==> src/rtl/uart_pkg.sv <==
// Shared definitions for the DRAM-to-PC UART transmitter.
//   uart_state_e      : transmitter FSM state encoding
//   UART_DATA_BITS    : data bits per UART frame
//   DRAM_READ_LATENCY : cycles from a DRAM address change to a valid q
//   UART_IDLE_LEVEL   : level of the TX line between frames
//   even_parity()     : XOR of the data bits, used when UART_TX_PARITY_EN is defined
package uart_pkg;

  typedef enum logic [2:0] {
    IDLE,
    FETCH,
    START,
    DATA,
    PARITY,
    STOP,
    NEXT,
    DONE
  } uart_state_e;

  localparam int   UART_DATA_BITS    = 8;
  localparam int   DRAM_READ_LATENCY = 2;
  localparam logic UART_IDLE_LEVEL   = 1'b1;

  function automatic logic even_parity(input logic [UART_DATA_BITS-1:0] data);
    return ^data;
  endfunction

endpackage

==> src/rtl/uart_baud_tick.sv <==
// Bit-period timer for the UART transmitter.
// Counts 0..CLKS_PER_BIT-1 and pulses tick for one cycle on the last count,
// then wraps to 0 so every bit period is exactly CLKS_PER_BIT cycles.
// Ports:
//   clk   : divided system clock
//   rst   : synchronous, active-high reset
//   clear : holds the count at 0 (used while no bit is being driven)
//   tick  : one-cycle pulse marking the last cycle of a bit period
module uart_baud_tick #(
  parameter int unsigned CLKS_PER_BIT = 434
) (
  input  logic clk,
  input  logic rst,
  input  logic clear,
  output logic tick
);

  localparam int unsigned      CNT_W = $clog2(CLKS_PER_BIT);
  localparam logic [CNT_W-1:0] LAST  = CNT_W'(CLKS_PER_BIT - 1);

  logic [CNT_W-1:0] baud_cnt;

  always_ff @(posedge clk) begin
    if (rst || clear) begin
      baud_cnt <= '0;
    end else if (baud_cnt == LAST) begin
      baud_cnt <= '0;
    end else begin
      baud_cnt <= baud_cnt + CNT_W'(1);
    end
  end

  assign tick = (baud_cnt == LAST) && !clear;

endmodule

==> src/rtl/dram_uart_transmitter.sv <==
// Reads NUM_BYTES result bytes from data memory starting at START_ADDR and
// sends each one to the PC as a UART frame (start, 8 data bits LSB first,
// stop). A 3-cycle high gap separates bytes (one NEXT cycle plus the DRAM
// fetch). Completion is held on end_transmitting until begin_transmit drops,
// so a switch left high cannot trigger a second run.
// Build option: define UART_TX_PARITY_EN to insert an even-parity bit
// between the data bits and the stop bit (11 bit periods per frame).
// Ports:
//   clk              : divided system clock
//   rst              : synchronous, active-high reset
//   begin_transmit   : debounced request level, sampled in IDLE
//   mem_data         : DRAM q, valid DRAM_READ_LATENCY cycles after mem_addr changes
//   mem_addr         : DRAM read address
//   tx_active        : high while this block owns the DRAM address port
//   data_to_pc       : UART TX line, idle high
//   end_transmitting : high while in DONE
module dram_uart_transmitter
  import uart_pkg::*;
#(
  parameter int unsigned       CLKS_PER_BIT = 434,
  parameter int unsigned       ADDR_W       = 16,
  parameter logic [ADDR_W-1:0] START_ADDR   = '0,
  parameter logic [15:0]       NUM_BYTES    = 16'd9
) (
  input  logic              clk,
  input  logic              rst,
  input  logic              begin_transmit,
  input  logic [7:0]        mem_data,
  output logic [ADDR_W-1:0] mem_addr,
  output logic              tx_active,
  output logic              data_to_pc,
  output logic              end_transmitting
);

  localparam logic [1:0] FETCH_LAST = 2'(DRAM_READ_LATENCY - 1);
  localparam logic [2:0] LAST_BIT   = 3'(UART_DATA_BITS - 1);

  uart_state_e               state;
  logic [1:0]                fetch_cnt;
  logic [2:0]                bit_cnt;
  logic [15:0]               byte_cnt;
  logic [UART_DATA_BITS-1:0] shift_reg;
`ifdef UART_TX_PARITY_EN
  logic                      parity_bit;
`endif

  logic baud_clear;
  logic tick;

  // The bit timer only runs while a bit is on the line; everywhere else it
  // is held at 0 so the first bit of a frame gets a full period.
  assign baud_clear = !(state inside {START, DATA, PARITY, STOP});

  uart_baud_tick #(
    .CLKS_PER_BIT (CLKS_PER_BIT)
  ) u_baud_tick (
    .clk   (clk),
    .rst   (rst),
    .clear (baud_clear),
    .tick  (tick)
  );

  // NOTE: every register here, outputs included, uses non-blocking
  // assignment so all of them see the pre-edge values of each other.
  // data_to_pc is loaded with the level of the state being entered, so the
  // line comes straight from a flop and each level lasts exactly as long as
  // its state.
  always_ff @(posedge clk) begin
    if (rst) begin
      state            <= IDLE;
      data_to_pc       <= UART_IDLE_LEVEL;
      mem_addr         <= START_ADDR;
      tx_active        <= 1'b0;
      end_transmitting <= 1'b0;
      fetch_cnt        <= '0;
      bit_cnt          <= '0;
      byte_cnt         <= '0;
      shift_reg        <= '0;
`ifdef UART_TX_PARITY_EN
      parity_bit       <= 1'b0;
`endif
    end else begin
      case (state)
        IDLE: begin
          if (begin_transmit) begin
            mem_addr  <= START_ADDR;
            byte_cnt  <= '0;
            tx_active <= 1'b1;
            fetch_cnt <= '0;
            state     <= FETCH;
          end
        end

        // Wait out the DRAM read latency; q is sampled only on the last cycle.
        FETCH: begin
          if (fetch_cnt == FETCH_LAST) begin
            shift_reg  <= mem_data;
`ifdef UART_TX_PARITY_EN
            parity_bit <= even_parity(mem_data);
`endif
            bit_cnt    <= '0;
            fetch_cnt  <= '0;
            data_to_pc <= 1'b0;
            state      <= START;
          end else begin
            fetch_cnt <= fetch_cnt + 2'd1;
          end
        end

        START: begin
          if (tick) begin
            data_to_pc <= shift_reg[0];
            state      <= DATA;
          end
        end

        // shift_reg[0] is on the line; shifting right brings up the next bit.
        DATA: begin
          if (tick) begin
            if (bit_cnt == LAST_BIT) begin
`ifdef UART_TX_PARITY_EN
              data_to_pc <= parity_bit;
              state      <= PARITY;
`else
              data_to_pc <= UART_IDLE_LEVEL;
              state      <= STOP;
`endif
            end else begin
              data_to_pc <= shift_reg[1];
              shift_reg  <= {1'b0, shift_reg[UART_DATA_BITS-1:1]};
              bit_cnt    <= bit_cnt + 3'd1;
            end
          end
        end

`ifdef UART_TX_PARITY_EN
        PARITY: begin
          if (tick) begin
            data_to_pc <= UART_IDLE_LEVEL;
            state      <= STOP;
          end
        end
`endif

        STOP: begin
          if (tick) begin
            state <= NEXT;
          end
        end

        NEXT: begin
          if (byte_cnt == NUM_BYTES - 16'd1) begin
            end_transmitting <= 1'b1;
            tx_active        <= 1'b0;
            state            <= DONE;
          end else begin
            byte_cnt  <= byte_cnt + 16'd1;
            mem_addr  <= mem_addr + ADDR_W'(1);
            fetch_cnt <= '0;
            state     <= FETCH;
          end
        end

        // Hold completion until the request is released.
        DONE: begin
          data_to_pc <= UART_IDLE_LEVEL;
          if (!begin_transmit) begin
            end_transmitting <= 1'b0;
            state            <= IDLE;
          end
        end

        default: begin
          data_to_pc <= UART_IDLE_LEVEL;
          state      <= IDLE;
        end
      endcase
    end
  end

endmodule

==> config.mk <==
export PLATFORM = sky130hd
export DESIGN_NAME = dram_uart_transmitter
export DESIGN_NICKNAME = d
export VERILOG_FILES = /design/src/rtl/uart_pkg.sv /design/src/rtl/uart_baud_tick.sv /design/src/rtl/dram_uart_transmitter.sv
export SDC_FILE = /design/constraint.sdc
export NUM_CORES = 1
export LEC_CHECK = 0
export ABC_CLOCK_PERIOD_IN_PS = 2700
export BUFFER_PORTS_ARGS = -buffer_cell sky130_fd_sc_hd__buf_4
export CAP_MARGIN = 15
export CORE_ASPECT_RATIO = 1.25
export CORE_MARGIN = 5
export CORE_UTILIZATION = 30
export CTS_CLUSTER_DIAMETER = 50
export DETAILED_ROUTE_END_ITERATION = 6
export SETUP_SLACK_MARGIN = 0.5
export SLEW_MARGIN = 30
export SYNTH_ARGS = -nofsm -noshare
export SYNTH_HDL_FRONTEND = slang
export SYNTH_SLANG_ARGS = --single-unit
==> constraint.sdc <==
create_clock -name clk -period 2.7 [get_ports clk]
set_clock_uncertainty 0.15 [all_clocks]
set_input_delay 0.27 -clock clk [delete_from_list [all_inputs] [get_ports clk]]
set_output_delay 0.27 -clock clk [all_outputs]
set_load 0.005 [all_outputs]
==> impl_results.md <==
* Status: finished clean
* Synth Register Bits at 60
* P&R area growth vs syn at 26.0%
* DP Cell Count at 480
* CTS tree: done
* CORE AREA at 9510 µm²
* Worst-Skew Late Latency at 0.32 ns
* Post-Route WL at 6.19 mm
* GR Overflow Total at 0
* Antenna violations before repair at 0
* Share of the synthesized area in the top cell type at 41.7%
* Most frequent cells in the layout: 56 x dfxtp_1, 53 x nor2_1, 39 x buf_4
* Slew HR at 54.9%
* Via/cell ratio at 4.87
* EDFF count, synth at 0
* Setup crit start kind: flop
* Depth of the CTS H-tree at 3
* Design area at 3630 µm²
* Hold_buf cts at 0
* Residual DRC at 0
* Die Ht at 120 µm
* Width of the die at 97.7 µm
* Pwr Total at 0.00268 W
* CP arrival at 2.22 ns
* Crit-path max FO at 8
* Worst Hold Class: in2reg
* Gr usage total at 11.0%
* Via count at 2,445
* Clock Tree Root: clkbuf_16
* Worst Setup End Kind: flop
* Cell Area, Synth at 2880 µm²
* TritonCTS Buffers at 9
* Max_cap viols at 0
* Fillers at 1,002
* Die area at 11,700 µm²
* Async set-or-reset flop fraction in the synthesized netlist at 0%
* GPL Wtd Cong at 0.773
* Drt pass-1 iters at 4
* Largest area contributor in the netlist: dfxtp_1
* Fin. max-slew vios at 0
* Ant diodes at 0
* Post-Synthesis Cells at 339
* FF+latch area at 1210 µm²
* Worst Path Required at 2.76 ns
* CTS sink count at 60
* FP Rows at 40
* Post-layout util at 38.2%
* 1st-iter DRT viols at 44
* Fin. Hold Viols at 0
* Final number of setup-violating endpoints at 0
* First-pass GRT wire length at 10.6 mm
* Biggest regs: byte_cnt x16, mem_addr x16, u_baud_tick.baud_cnt x9
* # IOs at 30
* RSZ-0062 raised after global routing: true
* Worst-path clk slew at 0.05 ns
* Sequential cell area fraction in the yosys report at 41.7%
* Least-Margin Pin Slew at 0.677 ns
* Commonest non-fill, non-tap cell in the layout: dfxtp_1
* Port buffer count at 29
* Peak supply drop at 390 µV
* Largest cells by area after synthesis: dfxtp_1 42%, nor2_1 6.9%, xnor2_1 4.9%
* Post-DP HPWL at 4.25 mm
* Final setup TNS at 0 ns
* Number of global-route vias before repair at 2,321
* Reg-to-reg slack, setup at 0.54 ns
* Post-DR wirelength/cell at 12.3 µm
* Final period utilization at 80.1%
* Post-DP Area at 3220 µm²
* Lkg Pwr at 1.29 nW
* Starting Density at 30.3%
* Synthesized Nets at 357
* PwrDens at 737 nW/µm²
* Prevailing post-synth register cell: dfxtp_1
* Post-route ant nets at 0
* Mean Syn Cell Area at 8.50 µm²
* Multi-input gate area at 1580 µm²
* Minimum clock period at 2.16 ns
* Worst Path Class, Setup: reg2reg
* Yosys warns at 0
* Max frequency at 462 MHz
* Maximum clock insertion buffer count at 2
* Nets@finish at 389
* Share of layout cells above drive strength 1 at 17.8%
* Largest net degree at the start of global routing at 33
* Finished Layout Cells at 502
* Yosys cell types at 44
[critical path: stages, from the launching register on]
cell,delay [ns]
dfxtp_4,0.33
nand4bb_1,0.19
or4_4,0.55
o32ai_4,0.37
buf_8,0.17
buf_4,0.13
or2_2,0.10
a21oi_1,0.05
[kinds of logic (layout without fill, tap and decap cells)]
logic type,after synthesis,after routing,synth area share [%]
DFF,60,60,41.7
xor gates and xnor gates,32,32,9.72
AOI/OAI and AO/OA,45,45,10.7
buffers and inverters,30,67,4.25
adders and majority gates,7,7,3.04
muxes,7,7,2.47
and+or+nand+nor,158,158,28.1
[worst paths after layout]
path	cells past startpoint	startpoint	end
max	7	u_baud_tick.baud_cnt[2]$_SDFF_PP0_	shift_reg[7]$_SDFFE_PP0P_
max reg2reg	7	u_baud_tick.baud_cnt[2]$_SDFF_PP0_	shift_reg[7]$_SDFFE_PP0P_
min	3	mem_data[7]	shift_reg[7]$_SDFFE_PP0P_
min reg2reg	1	u_baud_tick.baud_cnt[0]$_SDFF_PP0_	u_baud_tick.baud_cnt[0]$_SDFF_PP0_
[Yosys cell counts, drive strengths merged (3+ instances only)]
cell / instances
a311oi: 7
nand3: 24
xnor2: 16
and4: 7
nand2: 21
nand2b: 4
nor2b: 3
and3: 6
o21ai: 11
nor2: 53
a21oi: 14
or3: 6
nor3: 8
nand4: 9
mux2i: 6
nor3b: 5
xor2: 16
dfxtp: 60
ha: 7
clkbuf: 15
a211oi: 4
inv: 10
buf: 5
[where the power goes]
| group | total [W] | switching, W | internal, W | leakage, nW |
|---|---|---|---|---|
| logic | 0.000467 | 0.000273 | 0.000194 | 0.656 |
| clock network | 0.00121 | 0.000384 | 0.000831 | 0.153 |
| registers | 0.000996 | 0.0000641 | 0.000932 | 0.486 |
| total | 0.00268 | 0.000721 | 0.00196 | 1.29 |
[area by class of cell]
| cell class | instances | area share, % |
|---|---|---|
| Tap cell | 126 | 4.34 |
| Clock inverter | 4 | 2.00 |
| Sequential cell | 60 | 33.3 |
| Inverter | 10 | 1.03 |
| Timing Repair Buffer | 41 | 9.17 |
| Multi-Input combinational cell | 249 | 43.4 |
| Clock buffer | 12 | 6.79 |
[routing by layer]
layer,GRT usage (%),part of all wire (%),vias to the layer above
met3,3.95,4.2,10
met2,17.7,48,36
met5,0,0,-
li1,-,-,1252
met4,4.07,1.7,0
met1,13.5,47,1147
[through the flow]
stage	hold slack [ns]	setup slack (ns)
6_report	0.0646	0.538
5_1_grt	0.0810	0.462
4_1_cts	0.0612	0.507
3_5_place_dp	0.330	0.385
3_3_place_gp	0.310	0.477
2_1_floorplan	0.272	0.463
[what timing repair did]
action                                  4_1_cts  5_1_grt
gates cloned                                  0        1
endpoints found under the setup margin       13       13
gates resized for setup                       3        6
pin swaps                                     1       10
setup buffers                                 2        3
No activity file was read; power rests on OpenSTA's default activity.
